**config.mk**
```make
export PLATFORM = sky130hd
export DESIGN_NAME = reg_bus_arbiter
export DESIGN_NICKNAME = d
export VERILOG_FILES = /design/src/rtl/reg_bus_pkg.sv /design/src/rtl/reg_bus_arbiter_rr_picker.sv /design/src/rtl/reg_bus_arbiter.sv
export SDC_FILE = /design/constraint.sdc
export NUM_CORES = 1
export LEC_CHECK = 0
export CORE_MARGIN = 2
export CORE_UTILIZATION = 40
export DETAILED_ROUTE_END_ITERATION = 10
export PLACE_DENSITY = 0.87
export SLEW_MARGIN = 20
export SYNTH_ARGS = -nofsm -noshare
export SYNTH_HDL_FRONTEND = slang
export SYNTH_SLANG_ARGS = --single-unit
```
**constraint.sdc**
```tcl
create_clock -name clock -period 2.2 [get_ports clock]
set_input_delay 0.44 -clock clock [delete_from_list [all_inputs] [get_ports clock]]
set_output_delay 0.44 -clock clock [all_outputs]
set_load 0.005 [all_outputs]
```
**src/rtl/reg_bus_pkg.sv**
```systemverilog
// Shared definitions for the register-bus arbiter: FSM state encoding,
// default bus width and a constant clog2 helper for port sizing.
package reg_bus_pkg;

  typedef enum logic [1:0] {
    IDLE = 2'd0,
    LOAD = 2'd1,
    ACK  = 2'd2
  } state_t;

  localparam int DEFAULT_DATA_WIDTH = 8;

  // Returns at least 1 so that index ports never collapse to zero width.
  function automatic int clog2(input int n);
    int r;
    r = 0;
    while ((1 << r) < n) r = r + 1;
    return (r < 1) ? 1 : r;
  endfunction

endpackage

```
**src/rtl/reg_bus_arbiter_rr_picker.sv**
```systemverilog
// rr_picker: combinational round-robin priority encoder. The search starts
// just after last_grant and wraps; the first asserted request wins.
module rr_picker
  import reg_bus_pkg::*;
#(
  parameter int  NUM_REQ = 4,
  localparam int IDW     = clog2(NUM_REQ)
) (
  input  logic [NUM_REQ-1:0] req,
  input  logic [IDW-1:0]     last_grant,
  output logic               valid,
  output logic [IDW-1:0]     winner
);

  logic [IDW-1:0] cand;

  // Walk from the farthest position back to the nearest so the nearest
  // asserted requester after last_grant is the last one written.
  always_comb begin
    valid  = 1'b0;
    winner = '0;
    cand   = '0;
    for (int off = NUM_REQ; off >= 1; off--) begin
      cand = IDW'((int'(last_grant) + off) % NUM_REQ);
      if (req[cand]) begin
        valid  = 1'b1;
        winner = cand;
      end
    end
  end

endmodule

```
**src/rtl/reg_bus_arbiter.sv**
```systemverilog
// reg_bus_arbiter: shares one internal data bus among NUM_REQ requesters and
// pulses a single register load (or clear) enable per transaction, followed
// by a four-phase req/ack handshake with the winner.
//
// Optional feature macro: ARB_CLEAR_EN adds input_clr_req; a set clr_req
// turns the transaction into a register clear with the bus driven to zero.
//
//   state | meaning
//   IDLE  | no transaction; round-robin search over input_req each cycle
//   LOAD  | one cycle: bus holds winner's byte, one enable/clear is high
//   ACK   | ack[winner] high until input_req[winner] is sampled low
module reg_bus_arbiter
  import reg_bus_pkg::*;
#(
  parameter int  NUM_REQ    = 4,
  parameter int  NUM_REG    = 4,
  parameter int  DATA_WIDTH = DEFAULT_DATA_WIDTH,
  localparam int REQ_W      = clog2(NUM_REQ),
  localparam int REG_W      = clog2(NUM_REG)
) (
  input  logic                          clock,
  input  logic                          input_reset_n,
  input  logic [NUM_REQ-1:0]            input_req,
  input  logic [NUM_REQ*DATA_WIDTH-1:0] input_data,
  input  logic [NUM_REQ*REG_W-1:0]      input_target,
`ifdef ARB_CLEAR_EN
  input  logic [NUM_REQ-1:0]            input_clr_req,
`endif
  output logic [NUM_REQ-1:0]            output_ack,
  output logic [DATA_WIDTH-1:0]         output_bus,
  output logic [NUM_REG-1:0]            output_clock_enable,
  output logic [NUM_REG-1:0]            output_clear,
  output logic                          output_busy,
  output logic [REQ_W-1:0]              output_grant_id
);

  state_t                  state_q, state_d;
  logic [REQ_W-1:0]        last_grant_q;
  logic                    pick_valid;
  logic [REQ_W-1:0]        pick_id;
  logic [DATA_WIDTH-1:0]   pick_data;
  logic [REG_W-1:0]        pick_target;
  logic [NUM_REG-1:0]      pick_oh;
  logic                    start;
  logic [NUM_REQ-1:0]      ack_d;
  logic [NUM_REG-1:0]      ce_d;
  logic [NUM_REG-1:0]      clr_d;
  logic [DATA_WIDTH-1:0]   bus_d;
  logic                    busy_d;

  rr_picker #(.NUM_REQ(NUM_REQ)) u_picker (
    .req        (input_req),
    .last_grant (last_grant_q),
    .valid      (pick_valid),
    .winner     (pick_id)
  );

  assign pick_data   = input_data[int'(pick_id)*DATA_WIDTH +: DATA_WIDTH];
  assign pick_target = input_target[int'(pick_id)*REG_W +: REG_W];

  // Next state and next values of every registered output. The winner's
  // byte and target are captured straight into the output registers on
  // entry to LOAD, so requester inputs are ignored after the grant.
  always_comb begin
    state_d = state_q;
    start   = 1'b0;
    ack_d   = '0;
    ce_d    = '0;
    clr_d   = '0;
    bus_d   = output_bus;
    pick_oh = '0;
    pick_oh[pick_target] = 1'b1;
    case (state_q)
      IDLE: begin
        if (pick_valid) begin
          state_d = LOAD;
          start   = 1'b1;
`ifdef ARB_CLEAR_EN
          if (input_clr_req[pick_id]) begin
            clr_d = pick_oh;
            bus_d = '0;
          end else begin
            ce_d  = pick_oh;
            bus_d = pick_data;
          end
`else
          ce_d  = pick_oh;
          bus_d = pick_data;
`endif
        end
      end
      LOAD: begin
        state_d = ACK;
        ack_d[output_grant_id] = 1'b1;
      end
      ACK: begin
        if (input_req[output_grant_id]) ack_d[output_grant_id] = 1'b1;
        else state_d = IDLE;
      end
      default: state_d = IDLE;
    endcase
    busy_d = (state_d != IDLE);
  end

  // State and output registers; reset drops every enable immediately so an
  // interrupted LOAD never reaches the register bank.
  always_ff @(posedge clock or negedge input_reset_n) begin
    if (!input_reset_n) begin
      state_q             <= IDLE;
      last_grant_q        <= REQ_W'(NUM_REQ - 1);
      output_ack          <= '0;
      output_bus          <= '0;
      output_clock_enable <= '0;
      output_clear        <= '0;
      output_busy         <= 1'b0;
      output_grant_id     <= '0;
    end else begin
      state_q             <= state_d;
      output_ack          <= ack_d;
      output_bus          <= bus_d;
      output_clock_enable <= ce_d;
      output_clear        <= clr_d;
      output_busy         <= busy_d;
      if (start) begin
        last_grant_q    <= pick_id;
        output_grant_id <= pick_id;
      end
    end
  end

endmodule

```
== Word-level counts from Yosys, hierarchy flattened ==
Cells that the tools add are included.

* Reduce and logical (&&, ||, !) cells: 5
* Equal/unequal tests: 2
* Multiplexer cells: 31
* $add $sub $neg: 4
* Shift-type cells: 2
* $lt $le $gt $ge: 8

{| class="wikitable"
|+ Operators with widths
! cell !! number
|-
| variable part select 32 x 6 -> 8 bit || 1
|-
| less-than comparator 2 x 3 -> 1 bit, second input constant || 6
|-
| two-way mux 1 bit || 13
|-
| two-way mux 2 bit || 6
|-
| two-way mux 4 bit || 3
|-
| binary-select mux 1 bit (select 2 bit) || 5
|-
| one-hot mux 4 bit (2 select lines) || 1
|-
| variable part select 8 x 4 -> 2 bit || 1
|-
| one-hot mux 2 bit (3 select lines) || 1
|-
| adder 2 x 1 -> 2 bit, second input constant || 2
|-
| adder 2 bit, second input constant || 2
|-
| demux 1 bit (select 2 bit) || 2
|-
| >= comparator 2 x 1 -> 1 bit, second input constant || 2
|-
| equality test 2 x 1 -> 1 bit, second input constant || 1
|-
| equality test 2 bit, second input constant || 1
|-
| logical AND 1 bit || 2
|-
| zero test 2 bit || 1
|-
| AND reduction 2 bit || 1
|-
| nonzero test 2 bit || 1
|}

* Input port bits: 46
* Register bits after elaboration: 23
* Logic and storage cells: 59
* Output and inout port bits: 23

== Depth between registers and ports, before layout ==
* Depth after elaboration: 14
* Mapped depth: 7

== By module ==
From an unflattened synthesis, not the netlist that was laid out.

* Cell total of the unflattened synthesis: 105
* Area, all modules: 1331.3 µm²

{| class="wikitable"
|+ By module, submodules not included
! module !! cells an instance !! area an instance (µm²) !! times used
|-
| reg_bus_arbiter || 91 || 1239.9 || 1
|-
| rr_picker || 14 || 91.3 || 1
|}

== Worst setup path before layout ==
Ideal clock, no wire load.

* Path kind: register -> register
* Start: reg last_grant_q[1]
* End: reg output_clock_enable[2]
* Cell stages (with the launch flop): 7
* Slack: 0.271 ns
* Arrival time: 1.833 ns
* Period minus slack after synthesis: 1.929 ns
* Buffers on the path: 1
* Library setup time: 0.096 ns
* Data required time: 2.104 ns
* Cell sequence: dfstp_2 -> buf_6 -> mux2i_1 -> o22ai_1 -> nor2_1 -> mux4_2 -> nor4_2

* Cells in the longest elaborated chain, start to end: 14

{| class="wikitable"
|+ RTL lines
! element !! RTL line !! text
|-
| start: declaration || reg_bus_arbiter.sv:38 || <nowiki>logic [REQ_W-1:0] last_grant_q;</nowiki>
|-
| start signal: assignment || reg_bus_arbiter.sv:110 || <nowiki>last_grant_q <= REQ_W'(NUM_REQ - 1);</nowiki>
|-
| start signal: assignment || reg_bus_arbiter.sv:125 || <nowiki>last_grant_q <= pick_id;</nowiki>
|-
| adder 2 x 1 -> 2 bit || reg_bus_arbiter_rr_picker.sv:24 || <nowiki>cand = IDW'((int'(last_grant) + off) % NUM_REQ);</nowiki>
|-
| binary-select mux 1 bit (select 2 bit) || reg_bus_arbiter_rr_picker.sv:25 || <nowiki>if (req[cand]) begin</nowiki>
|-
| two-way mux 1 bit (implied by the code) || reg_bus_arbiter_rr_picker.sv:25 ||
|-
| two-way mux 2 bit (4 in series) || reg_bus_arbiter_rr_picker.sv:25 ||
|-
| variable part select 8 x 4 -> 2 bit || reg_bus_arbiter.sv:59 || <nowiki>assign pick_target = input_target[int'(pick_id)*REG_W +: REG_W];</nowiki>
|-
| less-than comparator 2 x 3 -> 1 bit (implied by the code) or >= comparator 2 x 1 -> 1 bit (tied branches) || reg_bus_arbiter.sv:72 || <nowiki>pick_oh[pick_target] = 1'b1;</nowiki>
|-
| logical AND 1 bit (implied by the code) || reg_bus_arbiter.sv:72 ||
|-
| two-way mux 1 bit (implied by the code) || reg_bus_arbiter.sv:72 ||
|-
| demux 1 bit (select 2 bit) || reg_bus_arbiter.sv:72 ||
|-
| two-way mux 4 bit (*) || reg_bus_arbiter.sv:75 || <nowiki>if (pick_valid) begin</nowiki>
|-
| two-way mux 4 bit (*) || reg_bus_arbiter.sv:73 || <nowiki>case (state_q)</nowiki>
|-
| net ce_d[2] || reg_bus_arbiter.sv:46 || <nowiki>logic [NUM_REG-1:0] ce_d;</nowiki>
|-
| end signal: assignment || reg_bus_arbiter.sv:113 || <nowiki>output_clock_enable <= '0;</nowiki>
|-
| end signal: assignment || reg_bus_arbiter.sv:121 || <nowiki>output_clock_enable <= ce_d;</nowiki>
|-
| end: declaration || reg_bus_arbiter.sv:31 || <nowiki>output logic [NUM_REG-1:0] output_clock_enable,</nowiki>
|}

The timed path passes the listed nets; every way through them passes the cells marked *. The select of a mux whose other input is x is not followed.
A chain may end at the register's enable or synchronous reset.

== Final worst setup path ==
* Start: in input_req[0]
* End: reg output_clock_enable[2]

* Cells in the longest elaborated chain, start to end: 13

{| class="wikitable"
|+ RTL lines
! element !! RTL line !! text
|-
| start: declaration || reg_bus_arbiter.sv:23 || <nowiki>input logic [NUM_REQ-1:0] input_req,</nowiki>
|-
| binary-select mux 1 bit (select 2 bit) || reg_bus_arbiter_rr_picker.sv:25 ||
|-
| two-way mux 1 bit (implied by the code) || reg_bus_arbiter_rr_picker.sv:25 ||
|-
| two-way mux 2 bit (4 in series) || reg_bus_arbiter_rr_picker.sv:25 ||
|-
| variable part select 8 x 4 -> 2 bit || reg_bus_arbiter.sv:59 ||
|-
| less-than comparator 2 x 3 -> 1 bit (implied by the code) or >= comparator 2 x 1 -> 1 bit (tied branches) || reg_bus_arbiter.sv:72 ||
|-
| logical AND 1 bit (implied by the code) || reg_bus_arbiter.sv:72 ||
|-
| two-way mux 1 bit (implied by the code) || reg_bus_arbiter.sv:72 ||
|-
| demux 1 bit (select 2 bit) || reg_bus_arbiter.sv:72 ||
|-
| two-way mux 4 bit (*) || reg_bus_arbiter.sv:75 ||
|-
| two-way mux 4 bit (*) || reg_bus_arbiter.sv:73 ||
|-
| net ce_d[2] || reg_bus_arbiter.sv:46 ||
|}

Marked as above.

==> results.yml <==
floorplanning:
  coreArea_mm2: 0.003337
  pin_count: 69
  initial_core_util: 0.4196
  dieArea_mm2: 0.003989
  die_w_um: 63.16
  die_y_um: 63.16
  rows: 21
critical_path:
  critPathKind: "in -> reg"
  crit_chain: "clkdlybuf4s50_1 -> nand2b_1 -> o22ai_1 -> nor2_1 -> mux4_2 -> nor4_2"
  cp_max_fo: 5
  crit_slowest_cell: "mux4_2"
  end_kind: "register"
  required_ns: 2.43
  timing.critical_path.buf_inv: 1
  crit_arrival_ns: 2.36
  worst_setup_path_start_kind: "primary input"
  slowest_delay_ns: 0.59
  critPathTopFamily: "simple AND/OR/NAND/NOR gates"
pwr:
  p_seq_frac: 0.299
  p_sw_frac: 0.3813
  power_density_mw_per_mm2: 1110
  power.switching_mw: 0.9773
  combPwrFrac: 0.622
  power.internal_mw: 1.586
  total_power_mw: 2.563
  leakagePower_nw: 0.9761
  irDropWorstVdd_mv: 0.4964
  power_frac_clock: 0.079
synthesis:
  synth_top_cell_area_share: 0.3753
  yosys.area.top_type: "dfrtp_1"
  synth_async_sr_flop_share: 1.000
  synth_edf_count: 0
  netlist_area_mm2: 0.001400
  yosys_warnings: 0
  ys_ff_latch: 23
  avgSynthCellArea_um2: 10.22
  ys_seq_area_frac: 0.4129
  synthTopCellsByArea: "dfrtp_1 (38%), mux2i_1 (7.1%), nor3b_1 (5.9%)"
  netlist_instances: 137
  yosysUniqueCellTypes: 39
  synthFlopType: "dfrtp_1"
layout:
  final_cell_mix: "clkdlybuf4s50_1 (64), buf_4 (24), dfrtp_1 (21)"
  final_common_cell: "clkdlybuf4s50_1"
  nNetsFinal: 271
  antennaDiodeCount: 0
  final_area_mm2: 0.002308
  syn_to_final_growth_pct: 64.88
  drive_gt1_frac: 0.1955
detailed_routing:
  drtPass1Iterations: 4
  wl_per_cell_um: 14.51
  avgViaCountPerCell: 5.256
  wl_um: 3860
  vias: 1398
  antenna_left: 0
  drc: 0
  drt_iter0_markers: 75
sta:
  max_slew_margin: 0.6246
  fin_hold_ws_ns: 0.4651
  fin_crit_sh: 0.9660
  layout_min_cycle_time_ns: 2.125
  fmax_mhz: 470.5
  hold_viol: 0
  clock_skew_ns: 0.008459
  drv_slew: 0
  setup_viol: 0
  tightestPinTransition_ns: 0.5624
global_routing:
  grt_max_degree: 24
  grt_antenna_before_repair: 0
  first_global_vias: 1365
  grt_pass1_wl_um: 6134
  track_usage: 0.1917
  grt_overflow_total: 0
clock_tree:
  clk_pin_slew_ns: 0.13
  clock_path_buffers: 2
  h-tree-depth: 1
  clk_latency_ns: 0.32
  cts_buffers: 3
  holdBufCountCts: 0
  cts_tree: "built"
  clockRootBuffer: "clkbuf_4"
  cts_sinks: 23
job:
  drv_cap: 0
status:
  outcome: "finished clean"
placement:
  place_area_mm2: 0.002230
  portBuffers: 64
  dpl.hpwl_um: 2817
  routabilityCongestion: 0.8286
worst_hold_path:
  hold_class: "in -> async"
[cell usage after synthesis, types with 4 or more instances]
cell type / number
a2111oi_0: 9
a211oi_1: 10
a21oi_1: 6
buf_2: 6
buf_4: 4
dfrtp_1: 21
ha_1: 4
inv_1: 5
mux2i_1: 10
nand2b_1: 4
nor2_1: 15
nor3b_1: 11
[metrics by stage]
stage	TNS (ns)	std cells	setup WS [ns]	utilization
after floorplan	0	140	0.2713	-
after global placement	-3.006	261	-0.2798	0.6682
after detailed placement	-3.525	261	-0.3507	0.6682
after CTS	0	265	0.03478	0.6764
after global routing	-0.04590	266	-0.02362	0.6918
final	0	266	0.07475	0.6918
[cells by family after synthesis]
| kind of cell | count (synthesis) | share of synthesized area |
|---|---|---|
| AO/OA/AOI/OAI | 40 | 0.2136 |
| other | 1 | 0.002678 |
| adder cells (fa/ha/maj) | 4 | 0.03575 |
| AND/OR/NAND/NOR | 38 | 0.1564 |
| buffers and inverters | 19 | 0.07239 |
| multiplexers | 12 | 0.1064 |
| flip-flops | 23 | 0.4129 |
[state kept, by name (all words and copies together), names as in the netlist]
name,flops
output_bus,8
output_ack,4
output_clock_enable,4
last_grant_q,2
output_grant_id,2
state_q,2
output_busy,1
[cell type report]
class,instances,area [um^2]
fill,264,1028
timing repair buffer,89,840.8
multi-input combinational,98,783.3
sequential,23,578.1
tap,46,57.56
clock buffer,4,26.28
inverter,6,22.52
[final timing paths]
kind                                             start                          endpoint  slack (ns)  cells after the start
setup / recovery                          input_req[0]  output_clock_enable[2]$_DFF_PN0_        0.07                      6
setup reg to reg           last_grant_q[1]$_DFFE_PN1P_  output_clock_enable[2]$_DFF_PN0_        0.15                      5
max in group asynchronous                input_reset_n       last_grant_q[0]$_DFFE_PN1P_        1.44                      2
hold reg to reg            last_grant_q[0]$_DFFE_PN1P_       last_grant_q[0]$_DFFE_PN1P_        0.54                      2
hold / removal                           input_reset_n           output_ack[2]$_DFF_PN0_        0.47                      2
min in group clock         last_grant_q[0]$_DFFE_PN1P_       last_grant_q[0]$_DFFE_PN1P_        0.54                      2
[routing by layer]
layer  GRT usage  vias to the layer above  share of wire
li1            -                      671              -
met1      0.2551                      671           0.41
met2      0.3258                       54           0.52
met3     0.03571                        2          0.064
met4     0.03889                        0         0.0049
met5           0                        -              0
[repair_timing]
action	in CTS	in global routing
buffers inserted	0	1
cloned	0	0
endpoints found under the setup margin	1	12
gates resized for setup	1	14
[power groups by stage]
stage	sequential, mW	combinational, mW	clock [mW]
floorplan	0.757	0.747	0
global placement	0.776	1.46	0
detailed placement	0.780	1.49	0
CTS	0.773	1.50	0.206
global route	0.794	1.74	0.226
finish	0.766	1.59	0.202
Note: power is estimated with default switching activity, not from simulation.
